`src/rtl/cdc_2phase_dst_clearable.sv`:
```
// Destination half of a clearable two-phase clock domain crossing.
// Synchronizes the toggling request and captures the source data into a
// 2-entry buffer presented on a valid/ready interface. Each captured item
// is acknowledged by toggling async_ack_o. A synchronous clear flushes the
// buffer, drops the acknowledge to 0 and holds off capture until the
// request synchronizer has settled.
module cdc_2phase_dst_clearable #(
    parameter int WIDTH       = 1,
    parameter int SYNC_STAGES = 2
) (
    input  logic             clk_i,
    input  logic             rst_i,
    input  logic             clear_i,
    input  logic             async_req_i,
    output logic             async_ack_o,
    input  logic [WIDTH-1:0] async_data_i,
    output logic             valid_o,
    input  logic             ready_i,
    output logic [WIDTH-1:0] data_o
);

    localparam int HOLD_W = $clog2(SYNC_STAGES + 2);
    localparam logic [HOLD_W-1:0] HOLD_LOAD = HOLD_W'(SYNC_STAGES + 1);

    typedef enum logic {
        ST_RUN,
        ST_HOLD
    } state_t;

    state_t             r_state;
    state_t             w_stateNext;
    logic [HOLD_W-1:0]  r_holdCnt;
    logic [HOLD_W-1:0]  w_holdCntNext;

    logic [SYNC_STAGES-1:0] r_reqSync;
    logic                   w_reqSynced;

    logic             r_ackQ;
    logic [WIDTH-1:0] r_mem [2];
    logic             r_rdPtr;
    logic             r_wrPtr;
    logic [1:0]       r_count;

    logic w_pending;
    logic w_pop;
    logic w_push;

    // Request synchronizer; deliberately untouched by clear so it keeps tracking the source.
    always_ff @(posedge clk_i or posedge rst_i) begin
        if (rst_i) begin
            r_reqSync <= '0;
        end else begin
            r_reqSync <= {r_reqSync[SYNC_STAGES-2:0], async_req_i};
        end
    end

    assign w_reqSynced = r_reqSync[SYNC_STAGES-1];

    // Handshake decode: a pending item is pushed when there is room or the head leaves this cycle.
    always_comb begin
        w_pending = (w_reqSynced != r_ackQ);
        w_pop     = valid_o && ready_i;
        w_push    = w_pending && (r_state == ST_RUN) && ((r_count != 2'd2) || w_pop);
    end

    // FSM state and settle counter registers.
    always_ff @(posedge clk_i or posedge rst_i) begin
        if (rst_i) begin
            r_state   <= ST_RUN;
            r_holdCnt <= '0;
        end else begin
            r_state   <= w_stateNext;
            r_holdCnt <= w_holdCntNext;
        end
    end

    // Next state: clear enters HOLD and reloads; HOLD counts down, then returns to RUN.
    always_comb begin
        w_stateNext   = r_state;
        w_holdCntNext = r_holdCnt;
        if (clear_i) begin
            w_stateNext   = ST_HOLD;
            w_holdCntNext = HOLD_LOAD;
        end else begin
            case (r_state)
                ST_HOLD: begin
                    if (r_holdCnt == '0) begin
                        w_stateNext = ST_RUN;
                    end else begin
                        w_holdCntNext = r_holdCnt - HOLD_W'(1);
                    end
                end
                default: begin
                    w_stateNext = r_state;
                end
            endcase
        end
    end

    // Buffer pointers, occupancy and acknowledge; clear overrides push and pop.
    always_ff @(posedge clk_i or posedge rst_i) begin
        if (rst_i) begin
            r_ackQ  <= 1'b0;
            r_rdPtr <= 1'b0;
            r_wrPtr <= 1'b0;
            r_count <= 2'd0;
        end else if (clear_i) begin
            r_ackQ  <= 1'b0;
            r_rdPtr <= 1'b0;
            r_wrPtr <= 1'b0;
            r_count <= 2'd0;
        end else begin
            if (w_push) begin
                r_wrPtr <= ~r_wrPtr;
                r_ackQ  <= ~r_ackQ;
            end
            if (w_pop) begin
                r_rdPtr <= ~r_rdPtr;
            end
            case ({w_push, w_pop})
                2'b10:   r_count <= r_count + 2'd1;
                2'b01:   r_count <= r_count - 2'd1;
                default: r_count <= r_count;
            endcase
        end
    end

    // Storage write; contents survive clear since they are unreachable until rewritten.
    always_ff @(posedge clk_i or posedge rst_i) begin
        if (rst_i) begin
            for (int i = 0; i < 2; i++) begin
                r_mem[i] <= '0;
            end
        end else if (!clear_i && w_push) begin
            r_mem[r_wrPtr] <= async_data_i;
        end
    end

    assign async_ack_o = r_ackQ;
    assign valid_o     = (r_count != 2'd0);
    assign data_o      = r_mem[r_rdPtr];

`ifndef SYNTHESIS
    logic             r_chkArm;
    logic [WIDTH-1:0] r_chkData;

    // Remember whether the head was stalled last cycle so it can be checked for stability.
    always_ff @(posedge clk_i or posedge rst_i) begin
        if (rst_i) begin
            r_chkArm  <= 1'b0;
            r_chkData <= '0;
        end else begin
            r_chkArm  <= valid_o && !ready_i && !clear_i;
            r_chkData <= data_o;
        end
    end

    a_validHeld : assert property (@(posedge clk_i) r_chkArm |-> valid_o);
    a_dataHeld  : assert property (@(posedge clk_i) r_chkArm |-> (data_o == r_chkData));
`endif

endmodule

```
`config.mk`:
```
export PLATFORM = sky130hd
export DESIGN_NAME = cdc_2phase_dst_clearable
export DESIGN_NICKNAME = d
export VERILOG_FILES = /design/src/rtl/cdc_2phase_dst_clearable.sv
export SDC_FILE = /design/constraint.sdc
export NUM_CORES = 1
export LEC_CHECK = 0
export ABC_AREA = 1
export CAP_MARGIN = 20
export CORE_MARGIN = 1
export CORE_UTILIZATION = 39
export CTS_CLUSTER_DIAMETER = 80
export DETAILED_ROUTE_END_ITERATION = 6
export HOLD_SLACK_MARGIN = 0.02
export PLACE_DENSITY = 0.65
export SETUP_SLACK_MARGIN = 0.2
export SLEW_MARGIN = 20
export SYNTH_ARGS = -nofsm -noshare
export SYNTH_HDL_FRONTEND = slang
export SYNTH_SLANG_ARGS = --single-unit
```
`constraint.sdc`:
```
create_clock -name clk_i -period 1.6 [get_ports clk_i]
set_input_delay 0.48 -clock clk_i [delete_from_list [all_inputs] [get_ports clk_i]]
set_output_delay 0.48 -clock clk_i [all_outputs]
set_load 0.005 [all_outputs]
```
==> results of run 1 <==
-- per-layer routing --
metal  wire length [um]  vias up  global-route usage, %
li1                   -      275                      -
met1                514      249                  17.85
met2                613        9                  28.91
met3                 31        2                  4.891
met4                  8        0                  10.00
met5                  0        -                      0
-- path summary, 6_finish.rpt --
path | endpoint | from | depth (start not counted) | slack (ps)
max | data_o | r_rdPtr$_DFFE_PP0P_ | 2 | 3
min | r_reqSync[1]$_DFF_PP0_ | r_reqSync[0]$_DFF_PP0_ | 0 | 350
max reg2reg | r_count[0]$_DFFE_PP0P_ | r_count[0]$_DFFE_PP0P_ | 9 | 290
min reg2reg | r_reqSync[1]$_DFF_PP0_ | r_reqSync[0]$_DFF_PP0_ | 0 | 350
max in group asynchronous | r_state$_DFF_PP0_ | rst_i | 2 | 770
min in group asynchronous | r_wrPtr$_DFFE_PP0P_ | rst_i | 2 | 510
-- flip-flops by register name (all words and copies together) (netlist names) --
register and flops:
r_state 1, r_wrPtr 1, r_holdCnt 2, r_reqSync 2, async_ack_o 1, r_count 2, r_mem 2, r_rdPtr 1
-- per-stage QoR --
step	cells	utilization, %	cell area [sq um]
after floorplan	72	-	595.6
after global placement	98	52.47	716.9
after detailed placement	98	52.47	716.9
after CTS	107	57.88	790.8
after global routing	108	60.62	828.3
final	108	60.62	828.3
-- final cells by class --
type / count / area, sq um / area share (%)
Clock buffer: 4 / 36.28 / 4.381
Tap cell: 15 / 18.77 / 2.266
Inverter: 13 / 48.80 / 5.891
Multi-Input combinational cell: 47 / 267.8 / 32.33
Timing Repair Buffer: 17 / 156.4 / 18.88
Sequential cell: 12 / 300.3 / 36.25
-- cell usage in the layout (no fill, tap or decap) --
cell type / n
inv_1: 10
nand2_2: 6
buf_6: 3
nand3_1: 5
clkinv_1: 1
nand3_2: 2
clkdlybuf4s50_1: 4
clkbuf_4: 3
clkbuf_8: 1
buf_4: 8
nor2_2: 2
a21oi_1: 2
o21ai_0: 6
nand2_1: 14
inv_2: 2
nor2_1: 2
ha_1: 1
mux2_4: 1
dlymetal6s2s_1: 1
o21ai_1: 2
clkdlybuf4s15_1: 1
nor2_4: 2
dfrtp_1: 12
nand4_1: 2
-- cell families after synthesis --
| family | count (synthesis) | synth area share [%] |
|---|---|---|
| flops | 12 | 50.42 |
| compound gates | 10 | 8.404 |
| simple gates | 35 | 28.99 |
| mux | 1 | 1.891 |
| fa+ha+maj | 1 | 2.101 |
| buf+inv | 13 | 8.192 |
-- power groups by stage --
stage / combinational (mW) / sequential [mW] / clock [mW]
floorplan: 0.263 / 0.424 / 0
detailed placement: 0.398 / 0.435 / 0
finish: 0.549 / 0.424 / 0.241
global placement: 0.389 / 0.433 / 0
CTS: 0.485 / 0.420 / 0.251
global route: 0.612 / 0.430 / 0.267
-- repair_timing --
| item | CTS | global route |
|---|---|---|
| buffers inserted | 5 | 1 |
| setup endpoints to repair | 3 | 6 |
| endpoints found under the hold margin | 0 | 0 |
| hold buffers | 0 | 0 |
| pin swaps | 1 | 5 |
| resized for setup | 12 | 9 |
-- critical path, delay by kind of cell (launching register included) --
kind | cells | cell delay, ps
mux | 1 | 320
flops | 1 | 420
buf+inv | 1 | 110
==> results.sh, run 1 <==
export IMPL_htreeDepth=1
export IMPL_nFillCells=119
export IMPL_post_place_ws_ps=-56.12
export IMPL_gp_congestion=0.6836
export IMPL_p_sw_share_pct=33.62
export IMPL_synth_avg_cell_area_sq_um=8.272
export IMPL_switchingPower_mw=0.4085
export IMPL_rows=13
export IMPL_via_per_inst=4.954
export IMPL_drtPass1Iterations=4
export IMPL_synthFlopType="dfrtp_1"
export IMPL_start_kind="flop"
export IMPL_grt_pass1_vias=462
export IMPL_synth_area_sq_um=595.6
export IMPL_drc=0
export IMPL_p_total_mw=1.215
export IMPL_path_clk_slew_ps=80
export IMPL_synthCells=72
export IMPL_synth_top_cell_area_share_pct=50.42
export IMPL_slew_violations=0
export IMPL_wire_per_inst_um=10.81
export IMPL_antenna_found_initial=0
export IMPL_die_area_sq_mm=0.001688
export IMPL_powerDensity_mw_per_mm2=1467
export IMPL_slew_headroom_pct=69.16
export IMPL_worst_endpoint_required_ps=1120
export IMPL_synth_cell_type_count=17
export IMPL_synth_top_area_cell="dfrtp_1"
export IMPL_grt_setup_unrepaired="yes"
export IMPL_cts_sinks=12
export IMPL_setup_viol=0
export IMPL_grt_usage_pct=16.80
export IMPL_cp_slowest_cell="dfrtp_1"
export IMPL_final_min_clock_period_ps=1597
export IMPL_p_seq_share_pct=34.9
export IMPL_area_growth_pct=39.08
export IMPL_clk_path_buf_depth=2
export IMPL_synth_commonest_cells="nand2_1, dfrtp_1, inv_1"
export IMPL_cts_tree="built"
export IMPL_fin_setup_tns_ps=0
export IMPL_p_int_mw=0.8063
export IMPL_cts_root_buf="clkbuf_4"
export IMPL_synthArstFlopShare_pct=100.0
export IMPL_max_vdd_ir_drop_uv=793.4
export IMPL_hpwl_um=780.7
export IMPL_power_leakage_nw=0.4238
export IMPL_path_max_fanout=2
export IMPL_initial_core_util_pct=43.59
export IMPL_comb_power_share_pct=45.2
export IMPL_synthTopCellsByArea="dfrtp_1, nand2_1, inv_1"
export IMPL_antenna_cells=0
export IMPL_die_y_um=41.08
export IMPL_holdWs_ps=352.1
export IMPL_clockPowerShare_pct=19.9
export IMPL_grt_pass1_wl_mm=1.752
export IMPL_hold_class="reg -> reg"
export IMPL_path_cells="mux2_4 > buf_6"
export IMPL_yosysMostFrequentCell="nand2_1"
export IMPL_min_period_over_period_pct=99.78
export IMPL_insertion_delay_ps=270
export IMPL_drt_total_wl_mm=1.167
export IMPL_io_pins=9
export IMPL_die_w_um=41.08
export IMPL_yosysWarnings=0
export IMPL_io_buffers=8
export IMPL_seq_area_frac_synth_pct=50.42
export IMPL_drt_iter0_drc=6
export IMPL_hold_viol_final=0
export IMPL_setup_ws_ps=3.485
export IMPL_skew_ps=7.866
export IMPL_drv_cap=0
export IMPL_nNetsFinal=101
export IMPL_worst_setup_path_type="reg -> out"
export IMPL_grt_max_degree=13
export IMPL_cp_arrival_ps=1120
export IMPL_ys_ff_latch=12
export IMPL_fmax_ghz=0.6264
export IMPL_overflow=0
export IMPL_end_kind="primary output"
export IMPL_synth_edff_count=0
export IMPL_syn_nets=79
export IMPL_core_area_sq_mm=0.001366
export IMPL_slowest_delay_ps=420
export IMPL_drive_gt1_share_pct=32.26
export IMPL_worst_pin_slew_ps=462.1
export IMPL_via_count=535
export IMPL_status="finished, final reports clean"
export IMPL_antenna_left=0
export IMPL_cts_buffers=3
Note: power is estimated with default switching activity, not from simulation.
==> run 2: changes to the inputs <==
--- a/config.mk
+++ b/config.mk
@@ -11,6 +11,7 @@
 export CORE_UTILIZATION = 39
 export CTS_CLUSTER_DIAMETER = 80
 export DETAILED_ROUTE_END_ITERATION = 6
+export GPL_TIMING_DRIVEN = 0
 export HOLD_SLACK_MARGIN = 0.02
 export PLACE_DENSITY = 0.65
 export SETUP_SLACK_MARGIN = 0.2
==> results.sh, run 2 (synthesis results as in run 1) <==
export IMPL_antenna_cells=0
export IMPL_multi_input_area_sq_um=272.8
export IMPL_holdWs_ps=353.7
export IMPL_final_min_clock_period_ps=1573
export IMPL_area_growth_pct=34.24
export IMPL_worst_endpoint_required_ps=1120
export IMPL_wire_per_inst_um=11.13
export IMPL_seqCellArea_sq_um=300.3
export IMPL_setup_viol=0
export IMPL_fin_setup_tns_ps=0
export IMPL_layout_common_cells="nand2_1, dfrtp_1, inv_1"
export IMPL_hold_class="reg -> reg"
export IMPL_end_kind="primary output"
export IMPL_slew_violations=0
export IMPL_drc=0
export IMPL_via_count=502
export IMPL_overflow=0
export IMPL_grt_pass1_vias=460
export IMPL_die_y_um=41.08
export IMPL_hold_viol_final=0
export IMPL_fmax_ghz=0.6358
export IMPL_drive_gt1_share_pct=31.46
export IMPL_start_kind="flop"
export IMPL_drt_total_wl_mm=1.158
export IMPL_grt_max_degree=13
export IMPL_cts_tree="built"
export IMPL_drv_cap=0
export IMPL_min_period_over_period_pct=98.30
export IMPL_die_area_sq_mm=0.001688
export IMPL_power_leakage_nw=0.4071
export IMPL_worst_setup_path_type="reg -> out"
export IMPL_die_w_um=41.08
export IMPL_skew_ps=8.570
export IMPL_core_area_sq_mm=0.001366
export IMPL_io_buffers=8
export IMPL_grt_pass1_wl_mm=1.800
export IMPL_post_dp_cell_area_sq_um=694.4
export IMPL_powerDensity_mw_per_mm2=1464
export IMPL_ff2ff_path_depth=9
export IMPL_min_path_cells=0
export IMPL_fin_area_sq_um=799.5
export IMPL_hpwl_um=762.8
export IMPL_gp_congestion=0.6980
export IMPL_status="finished, final reports clean"
export IMPL_drt_iter0_drc=4
export IMPL_cts_hold_buf=0
export IMPL_antenna_found_initial=0
export IMPL_initial_core_util_pct=43.59
export IMPL_worst_pin_slew_ps=456.8
export IMPL_grt_setup_unrepaired="yes"
export IMPL_via_per_inst=4.827
export IMPL_drtPass1Iterations=2
export IMPL_fin_util_pct=58.52
export IMPL_p_total_mw=1.171
export IMPL_layout_commonest_cell="nand2_1"
export IMPL_rows=13
export IMPL_cts_sinks=12
export IMPL_cts_buffers=3
export IMPL_path_clk_slew_ps=80
export IMPL_nNetsFinal=97
export IMPL_clk_path_buf_depth=2
export IMPL_max_vdd_ir_drop_uv=831.1
export IMPL_grt_usage_pct=17.54
export IMPL_slew_headroom_pct=69.51
export IMPL_insertion_delay_ps=270
export IMPL_nFillCells=143
export IMPL_cp_arrival_ps=1090
export IMPL_cts_root_buf="clkbuf_4"
export IMPL_path_max_fanout=2
export IMPL_antenna_left=0
export IMPL_io_pins=9
export IMPL_htreeDepth=1
==> run 2: repair_timing <==
item	4_1_cts	5_1_grt
gates resized for setup	14	10
pin swaps	1	4
setup endpoints to repair	6	7
buffers inserted	4	1
==> run 2: layer usage <==
layer / wire (um) / vias up / GRT usage [%]
li1: - / 261 / -
met2: 587 / 10 / 27.73
met1: 512 / 231 / 20.07
met5: 0 / - / 0
met4: 0 / 0 / 5.000
met3: 58 / 0 / 9.783
==> run 2: report_power, final <==
| group | switching [mW] | internal, mW | total, mW |
|---|---|---|---|
| Sequential | 0.0463 | 0.378 | 0.425 |
| Clock | 0.103 | 0.138 | 0.241 |
| Combinational | 0.252 | 0.252 | 0.504 |
==> run 2: final timing paths <==
check                      slack (ps)                      to                    start
setup / recovery                   30                  data_o      r_rdPtr$_DFFE_PP0P_
hold / removal                    350  r_reqSync[1]$_DFF_PP0_   r_reqSync[0]$_DFF_PP0_
setup reg to reg                  320    r_mem[0]$_DFFE_PP0P_  async_ack_o$_DFFE_PP0P_
hold reg to reg                   350  r_reqSync[1]$_DFF_PP0_   r_reqSync[0]$_DFF_PP0_
max in group asynchronous         780       r_state$_DFF_PP0_                    rst_i
min in group asynchronous         500  r_count[1]$_DFFE_PP0P_                    rst_i
==> run 2: final cells by class <==
| cell class | count | share of cell area (%) |
|---|---|---|
| clock buffers | 4 | 4.538 |
| inverters | 13 | 6.260 |
| well taps | 15 | 2.347 |
| repair buffers | 13 | 15.18 |
| flip-flops and latches | 12 | 37.56 |
| multi-input cells | 47 | 34.12 |
==> run 2: per-stage QoR <==
stage | worst slack (ps) | std cells
2_1_floorplan | 445.7 | 72
3_3_place_gp | -74.30 | 95
3_5_place_dp | -103.1 | 95
4_1_cts | 2.646 | 103
5_1_grt | -8.997 | 104
6_report | 27.21 | 104
==> run 2: worst max-delay path, stage by stage, from the launching register on <==
cell and delay (ps):
dfrtp_1 400, mux2_4 310, buf_6 110
==> run 3: changes to the inputs <==
--- a/config.mk
+++ b/config.mk
@@ -7,8 +7,9 @@
 export LEC_CHECK = 0
 export ABC_AREA = 1
 export CAP_MARGIN = 20
-export CORE_MARGIN = 1
+export CORE_MARGIN = 2
 export CORE_UTILIZATION = 39
+export CTS_BUF_LIST = sky130_fd_sc_hd__clkbuf_8
 export CTS_CLUSTER_DIAMETER = 80
 export DETAILED_ROUTE_END_ITERATION = 6
 export GPL_TIMING_DRIVEN = 0
==> results.sh, run 3 (synthesis results as in run 1) <==
export IMPL_initial_core_util_pct=40.48
export IMPL_insertion_delay_ps=240
export IMPL_clk_path_buf_depth=2
export IMPL_start_kind="flop"
export IMPL_area_growth_pct=38.24
export IMPL_cts_sinks=12
export IMPL_cp_top_family="flip-flops"
export IMPL_crit_buf_inv=1
export IMPL_drt_iter0_drc=9
export IMPL_cts_buffers=3
export IMPL_die_y_um=43.08
export IMPL_path_max_fanout=2
export IMPL_comb_power_share_pct=41.0
export IMPL_gp_congestion=0.8173
export IMPL_p_sw_share_pct=32.20
export IMPL_grt_pass1_vias=519
export IMPL_io_pins=9
export IMPL_final_min_clock_period_ps=1536
export IMPL_cp_slowest_cell="dfrtp_1"
export IMPL_antenna_found_initial=0
export IMPL_io_buffers=8
export IMPL_dp_cells=96
export IMPL_hold_class="reg -> reg"
export IMPL_cts_hold_buf=0
export IMPL_rows=14
export IMPL_grt_max_degree=13
export IMPL_cts_root_buf="clkbuf_8"
export IMPL_path_clk_slew_ps=50
export IMPL_layoutNonFillerInstCount=107
export IMPL_layout_commonest_cell="nand2_1"
export IMPL_slew_headroom_pct=69.44
export IMPL_antenna_left=0
export IMPL_grt_usage_pct=16.14
export IMPL_fmax_ghz=0.6510
export IMPL_via_per_inst=4.748
export IMPL_overflow=0
export IMPL_drt_total_wl_mm=1.123
export IMPL_via_count=508
export IMPL_cts_tree="built"
export IMPL_drc=0
export IMPL_worst_setup_path_type="reg -> out"
export IMPL_cp_arrival_ps=1060
export IMPL_min_period_over_period_pct=96.01
export IMPL_power_leakage_nw=0.4223
export IMPL_slowest_delay_ps=400
export IMPL_drive_gt1_share_pct=29.67
export IMPL_worst_pin_slew_ps=457.9
export IMPL_p_total_mw=1.262
export IMPL_layout_common_cells="nand2_1, dfrtp_1, inv_1"
export IMPL_p_seq_share_pct=33.3
export IMPL_nNetsFinal=99
export IMPL_holdWs_ps=347.6
export IMPL_antenna_cells=0
export IMPL_p_int_mw=0.8558
export IMPL_die_w_um=43.08
export IMPL_hold_viol_final=0
export IMPL_setup_viol=0
export IMPL_worst_endpoint_required_ps=1120
export IMPL_status="finished, final reports clean"
export IMPL_end_kind="primary output"
export IMPL_switchingPower_mw=0.4065
export IMPL_slew_violations=0
export IMPL_hpwl_um=750.6
export IMPL_htreeDepth=1
export IMPL_grt_pass1_wl_mm=2.159
export IMPL_drtPass1Iterations=4
export IMPL_clockPowerShare_pct=25.7
export IMPL_wire_per_inst_um=10.50
export IMPL_skew_ps=1.263
export IMPL_drv_cap=0
export IMPL_grt_setup_unrepaired="yes"
export IMPL_die_area_sq_mm=0.001856
export IMPL_core_area_sq_mm=0.001471
export IMPL_path_cells="mux2_4 > buf_6"
export IMPL_powerDensity_mw_per_mm2=1533
export IMPL_fin_setup_tns_ps=0
export IMPL_max_vdd_ir_drop_uv=764.5
[run 3: changes by cell type in the layout (fill, tap and decap cells not counted), moves of 2 or more]
cell      before  now
buf_4          4    7
clkbuf_4       3    0
clkbuf_8       1    4
nand2_1       14   17
nand2_2        6    3
buf_6          3    1
[run 3: stage by stage]
step	area (sq um)	worst slack, ps	util, %
2_1_floorplan	595.6	445.7	-
3_3_place_gp	695.7	-67.57	47.28
3_5_place_dp	695.7	-81.90	47.28
4_1_cts	807.0	59.07	54.85
5_1_grt	823.3	28.21	55.95
6_report	823.3	63.84	55.95
[run 3: routing by layer]
metal	global-route usage (%)	share of wire, %
met1	19.47	48
met5	0	0
met2	25.97	49
met4	9.091	0.98
met3	3.830	2.7
[run 3: worst paths after layout]
| check | start | to | slack [ps] | cells past startpoint |
|---|---|---|---|---|
| worst max-delay path | r_rdPtr$_DFFE_PP0P_ | data_o | 60 | 2 |
| worst min-delay path | r_reqSync[0]$_DFF_PP0_ | r_reqSync[1]$_DFF_PP0_ | 350 | 0 |
| worst max register to register | async_ack_o$_DFFE_PP0P_ | r_mem[0]$_DFFE_PP0P_ | 310 | 9 |
| worst min register to register | r_reqSync[0]$_DFF_PP0_ | r_reqSync[1]$_DFF_PP0_ | 350 | 0 |
| max in group asynchronous | rst_i | r_count[1]$_DFFE_PP0P_ | 730 | 2 |
| min in group asynchronous | rst_i | r_reqSync[1]$_DFF_PP0_ | 550 | 2 |
[run 3: area by class of cell]
type                    count  area, sq um
flip-flops and latches     12        300.3
repair buffers             15        131.4
well taps                  16        20.02
multi-input cells          47        265.3
clock buffers               4        55.05
fillers                   147        648.1
inverters                  13        51.30
[run 3: repair_timing]
action | in CTS | in global routing
resized for setup | 13 | 6
pin swaps | 1 | 0
setup buffers | 7 | 0
setup endpoints to repair | 8 | 9
cloned | 0 | 0
[run 3: power by group through the flow]
stage	registers, mW	logic [mW]	clock network [mW]
2_1_floorplan	0.424	0.263	0
3_3_place_gp	0.434	0.364	0
3_5_place_dp	0.437	0.375	0
4_1_cts	0.421	0.497	0.337
5_1_grt	0.427	0.587	0.357
6_report	0.420	0.518	0.325
